==> config.mk <==
export PLATFORM = sky130hd
export DESIGN_NAME = adc_serial_sampler
export DESIGN_NICKNAME = d
export VERILOG_FILES = /design/src/rtl/adc_serial_sampler.sv
export SDC_FILE = /design/constraint.sdc
export NUM_CORES = 1
export LEC_CHECK = 0
export CORE_AREA = 2 2 70 72
export CTS_CLUSTER_DIAMETER = 60
export CTS_CLUSTER_SIZE = 24
export DETAILED_ROUTE_END_ITERATION = 10
export DIE_AREA = 0 0 72 74
export PLACE_DENSITY = 0.71
export SYNTH_ARGS = -nofsm -noshare
export SYNTH_HDL_FRONTEND = slang
export SYNTH_SLANG_ARGS = --single-unit
export TNS_END_PERCENT = 20
==> constraint.sdc <==
create_clock -name Clk -period 1.8 [get_ports Clk]
set_clock_uncertainty 0.1 [all_clocks]
set_input_delay 0.36 -clock Clk [delete_from_list [all_inputs] [get_ports Clk]]
set_output_delay 0.36 -clock Clk [all_outputs]
set_load 0.05 [all_outputs]
==> src/rtl/adc_serial_sampler.sv <==
// adc_serial_sampler: drives a 3-wire serial ADC (CS_n/SCLK/SDO) at a fixed sample rate,
// deserialises each MSB-first word and hands it to the moving-average filter.
//   Clk          in   system clock, rising edge
//   Rst_n        in   asynchronous active-low reset
//   Start_en     in   1 = free-run sampling, 0 = stop after the current word
//   Adc_sdo      in   serial data from the ADC
//   Adc_cs_n     out  ADC chip select, active low
//   Adc_sclk     out  ADC serial clock, idles low
//   X1           out  last complete sample
//   Sample_vld   out  one-cycle pulse when X1 updates
//   Avg_enable_n out  one-cycle low pulse aligned with Sample_vld
//   Busy         out  high from CS_n fall through DONE
//   Sample_cnt   out  wrapping count of captured samples
module adc_serial_sampler #(
   parameter int DATA_W        = 8,
   parameter int SCLK_DIV      = 4,
   parameter int SAMPLE_PERIOD = 64
) (
   input  logic              Clk,
   input  logic              Rst_n,
   input  logic              Start_en,
   input  logic              Adc_sdo,
   output logic              Adc_cs_n,
   output logic              Adc_sclk,
   output logic [DATA_W-1:0] X1,
   output logic              Sample_vld,
   output logic              Avg_enable_n,
   output logic              Busy,
   output logic [15:0]       Sample_cnt
);
   // a word takes 2*DATA_W half-periods plus DONE, and CS_n must then stay high at least one more cycle
   localparam int PERIOD = SAMPLE_PERIOD > 2*DATA_W*SCLK_DIV+2 ? SAMPLE_PERIOD : 2*DATA_W*SCLK_DIV+2;
   localparam int PW     = $clog2(PERIOD);
   localparam int DW     = SCLK_DIV > 1 ? $clog2(SCLK_DIV) : 1;
   localparam int HW     = $clog2(2*DATA_W);

   typedef enum logic [1:0] {IDLE, SHIFT, DONE, WAIT} state_t;

   state_t            state, state_nx;
   logic [PW-1:0]     per;
   logic [DW-1:0]     div;
   logic [HW-1:0]     half;
   logic [DATA_W-1:0] sr;
   logic              half_end, last, per_end;

   assign half_end = div == DW'(SCLK_DIV-1);
   assign last     = half_end && half == HW'(2*DATA_W-1);
   assign per_end  = per == PW'(PERIOD-1);

   always_comb begin
      state_nx     = state;
      Adc_cs_n     = state != SHIFT;
      Adc_sclk     = state == SHIFT && half[0];
      Sample_vld   = state == DONE;
      Avg_enable_n = state != DONE;
      Busy         = state == SHIFT || state == DONE;
      case (state)
         IDLE:    state_nx = Start_en ? SHIFT : IDLE;
         SHIFT:   state_nx = last ? DONE : SHIFT;
         DONE:    state_nx = WAIT;
         default: state_nx = per_end ? (Start_en ? SHIFT : IDLE) : WAIT;
      endcase
   end

   always_ff @(posedge Clk or negedge Rst_n) begin
      if (!Rst_n) begin
         state      <= IDLE;
         per        <= '0;
         div        <= '0;
         half       <= '0;
         sr         <= '0;
         X1         <= '0;
         Sample_cnt <= '0;
      end else begin
         state <= state_nx;
         // the period counter reads 0 in the cycle CS_n goes low
         per   <= (state_nx == SHIFT && state != SHIFT) ? '0 : per + PW'(1);
         div   <= (state != SHIFT || half_end) ? '0 : div + DW'(1);
         half  <= state != SHIFT ? '0 : half + HW'(half_end);
         // capture on the edge that ends an even (low) half-period, i.e. the edge raising SCLK
         if (state == SHIFT && half_end && !half[0])
            sr <= {sr[DATA_W-2:0], Adc_sdo};
         if (state == SHIFT && last) begin
            X1         <= sr;
            Sample_cnt <= Sample_cnt + 16'd1;
         end
      end
   end
endmodule
Word level (Yosys, flattened, before mapping)

Index checks and enable logic that the tools add are counted.

Divide/modulo/power cells: 0
$add $sub $neg: 4
Order comparisons: 0
Equality and inequality tests: 8
Reductions and logical operators: 10
Shift operators: 0
Multiply operators: 0
Bitwise logic cells: 0
Multiplexer cells: 7

Operator list:

| kind                    | count |
|---|---|
| $add A16 B1 Y16 const B | 1 |
| $add A7 B1 Y7 const B   | 1 |
| $eq A7 B7 Y1 const B    | 1 |
| $mux W7                 | 1 |
| $logic_and A1 B1 Y1     | 6 |
| $mux W2                 | 3 |
| $pmux W2 S3             | 1 |
| $add A4 B1 Y4           | 1 |
| $eq A2 B1 Y1 const B    | 2 |
| $eq A2 B2 Y1 const B    | 2 |
| $eq A4 B4 Y1 const B    | 1 |
| $mux W4                 | 1 |
| $add A2 B1 Y2 const B   | 1 |
| $logic_not A2 Y1        | 1 |
| $logic_or A1 B1 Y1      | 2 |
| $ne A2 B1 Y1 const B    | 1 |
| $ne A2 B2 Y1 const B    | 1 |
| $logic_not A1 Y1        | 1 |
| $mux W1                 | 1 |

Output and inout bits: 29
Memory bits (read-only): 0
Memory bits (writable): 0
Flip-flop bits (word level): 47
Input bits: 4
Memories kept: 0
Latch bits: 0

Longest topological paths before layout

Depth after elaboration: 7
Depth in mapped cells: 7

Worst setup path before layout

OpenSTA, ideal clock, no wires.

Path kind: flip-flop to flip-flop
From: register state[1]
To: register X1[0]
Cell stages (with the launch flop): 7
Period minus slack after synthesis: 2.094 ns
Path buffers: 1
Slack: -0.294 ns
Arrival time: 1.867 ns
Path through: dfrtp_1 > inv_1 > ha_1 > and2_1 > and2_1 > buf_4 > mux2_1

Word-level cells in the longest chain between the ends: 2

RTL lines:

| what                   | line | text |
|---|---|---|
| start, declared        | 39   | `state_t state, state_nx;` |
| start signal, assigned | 75   | `state <= state_nx;` |
| $eq A2 B1 Y1           | 83   | `if (state == SHIFT && last) begin` |
| $logic_and A1 B1 Y1    | 83   |  |
| end signal, assigned   | 84   | `X1 <= sr;` |
| end, declared          | 25   | `output logic [DATA_W-1:0] X1,` |

No other way between the ends.
A chain may end at the register's enable or synchronous reset.

Final worst setup path

From: register state[0]
To: output port Adc_cs_n

Word-level cells in the longest chain between the ends: 1

RTL lines:

| what          | line | text |
|---|---|---|
| $ne A2 B1 Y1  | 52   | `Adc_cs_n = state != SHIFT;` |
| end, declared | 23   | `output logic Adc_cs_n,` |

No other way between the ends.

==> metrics.txt <==
outcome=finished, final reports clean; vias per cell=5.19; max_cap viols=0; Antenna Violating Nets Remaining=0; crit path DAT=1270 ps; htree depth=2; post-route setup TNS=0 ps; Max Fclk=578 MHz; commonest cells in the netlist=dfrtp_1 (47), nor2_1 (15), xnor2_1 (15), mux2_2 (11), ha_1 (10); # DRC=0; Pre-Repair DR Iteration Count=4; die height=74 µm; DR vias=1,423; Layout Utilization=0.609; min-delay src=div[0]; Final Hold Viols=0; first-pass GRT wire length=6540 µm; YS warnings=0; critical-path cell list=ha_4, buf_4, inv_4, buf_12; Final WS setup=68.5 ps; ant diodes=0; layout cell share with drive strength beyond 1=0.364; Slew Viols, Final=0; CP Capture Type=output pin; dominant cell type by area after synthesis=dfrtp_1; total chip power=2.83 mW; worst hold stages=1; Layout area overhead=34.5%; Hold Path End=div[0]; Worst R2R End=sr[5]; worst-path maximum fanout=4; CTS Buf Count=5; flop-to-flop setup slack=110 ps; Fin Hold WS=346 ps; WL final=3960 µm; CTS tree=done; Syn Area/Cell=12.7 µm²; met3 track demand over resource=0.0474; Yosys top cell area share=0.565; Yosys reg bits=47; Skew-Pair Late Insertion Delay=290 ps; most common cell in the netlist=dfrtp_1; Place WS=-34.5 ps; DRT iter0 DRCs=77; vias in the first global route=1,460; GR met2 Demand/Resource=0.290; EDFF count, synth=0; R2R depth=4; maximum VDD drop=0.645 mV; Final #Nets=233; Crit Path Category=reg2out; fin crit share=0.962; critical path launch point=state[0]; global route hottest layer=met2; Slowest Stage Delay on Critical Path=440 ps; DP HPWL=2890 µm; initial core utilization=0.453; Crit-path slowest cell=dfrtp_2; Post-Syn Area=2080 µm²; clock buffer depth=2; Async SR Flop Fraction=1.00; Post-Syn Nets=178; Hold Path Class=reg2reg; GRT Total Usage=0.159; Mapped Cells=164; Die ar.=5330 µm²; Slew @ Worst Pin=570 ps; Setup violations, final=0; Leak=1.35 nW; R2R Path Start=state[0]; Slew headroom=0.620; met1 usage=0.189; # rows=25; Top delay family on crit path=flip-flops; clock sinks=47; crit path buf inv count=3; global placer's final weighted congestion=0.763; drt wl/cell=14.4 µm; Top FF cell, synth=dfrtp_1; Reg clk slew, reported paths=80 ps; Worst EP required=1340 ps; crit start category=flip-flop; root buf cell=clkbuf_8; Yosys cell types=27; number of I/O pins=33; Period minus WS final=1730 ps; core box area=4600 µm²; Die Wd=72 µm; largest cells by area after synthesis=dfrtp_1 (57%), xnor2_1 (6.3%), ha_1 (6.0%), mux2_2 (6.0%), mux2_1 (3.2%); largest net degree at the start of global routing=27; overflow left after global routing=0; PwrDens=1010 nW/µm²; sequential area share after synthesis=0.565; PortBufs=32; initial antenna violation count=0; Fillers=370
-- registers in the layout, indices dropped and copies added, names as in the netlist --
signal / count
X1: 8
half: 4
sr: 8
Sample_cnt: 16
div: 2
per: 7
state: 2
-- per-layer routing --
| metal | vias up | wire length [µm] |
|---|---|---|
| li1 | 674 | - |
| met1 | 708 | 1620 |
| met2 | 41 | 2110 |
| met3 | 0 | 232 |
| met4 | 0 | 0 |
| met5 | - | 0 |
-- power breakdown --
group / switching [mW] / internal (mW) / leakage (nW)
Sequential: 0.192 / 1.26 / 0.621
Combinational: 0.285 / 0.334 / 0.672
Clock: 0.337 / 0.414 / 0.0514
-- cell type report --
class	instances	area, µm²	share of cell area
repair buffers	49	498	0.178
multi-input cells	110	920	0.329
clock buffers	6	72.6	0.0259
flip-flops and latches	47	1180	0.421
clock inverters	2	37.5	0.0134
inverters	6	25.0	0.00894
well taps	54	67.6	0.0241
-- worst max-delay path by stage --
stage | endpoint | cells past startpoint
6_report | Adc_cs_n | 4
5_1_grt | Sample_cnt[15] | 6
4_1_cts | Adc_cs_n | 5
3_5_place_dp | Sample_cnt[15] | 6
3_3_place_gp | Sample_cnt[12] | 7
2_1_floorplan | Sample_cnt[12] | 5
-- logic make-up (layout without fill, tap and decap cells) --
group / after synthesis / in the layout / synth area share
compound gates: 4 / 4 / 0.0132
xor+xnor: 22 / 22 / 0.0926
fa+ha+maj: 10 / 10 / 0.0601
buf+inv: 7 / 63 / 0.0144
flops: 47 / 47 / 0.565
mux: 17 / 17 / 0.0920
simple gates: 57 / 57 / 0.162
-- layout by cell type (no fill, tap or decap), types with 2 or more instances in the layout --
| master | instances |
|---|---|
| inv_1 | 3 |
| nor2_1 | 15 |
| xor2_1 | 7 |
| and4_1 | 2 |
| clkdlybuf4s50_1 | 2 |
| nor3_1 | 2 |
| inv_2 | 2 |
| nand2_1 | 9 |
| nand3_1 | 7 |
| clkbuf_8 | 5 |
| and2_1 | 2 |
| ha_1 | 7 |
| mux2_2 | 11 |
| xnor2_1 | 15 |
| buf_4 | 35 |
| nor3b_1 | 2 |
| dfrtp_1 | 45 |
| mux2_1 | 6 |
| and2_4 | 2 |
| buf_12 | 10 |
| ha_4 | 2 |
| dfrtp_2 | 2 |
| nand4_1 | 7 |
| a21oi_1 | 2 |
-- what timing repair did --
item / CTS / global route
pin swaps: 1 / 3
endpoints found under the setup margin: 5 / 18
hold buffers: 1 / 0
buffers inserted: 0 / 4
gates resized for setup: 5 / 7
hold endpoints to repair: 24 / 0
-- per-stage QoR --
stage	instance area, µm²	cells
after floorplan	2090	164
after global placement	2610	261
after detailed placement	2610	261
after CTS	2740	270
after global routing	2800	274
final	2800	274
Power figures use the tool's default switching activity.
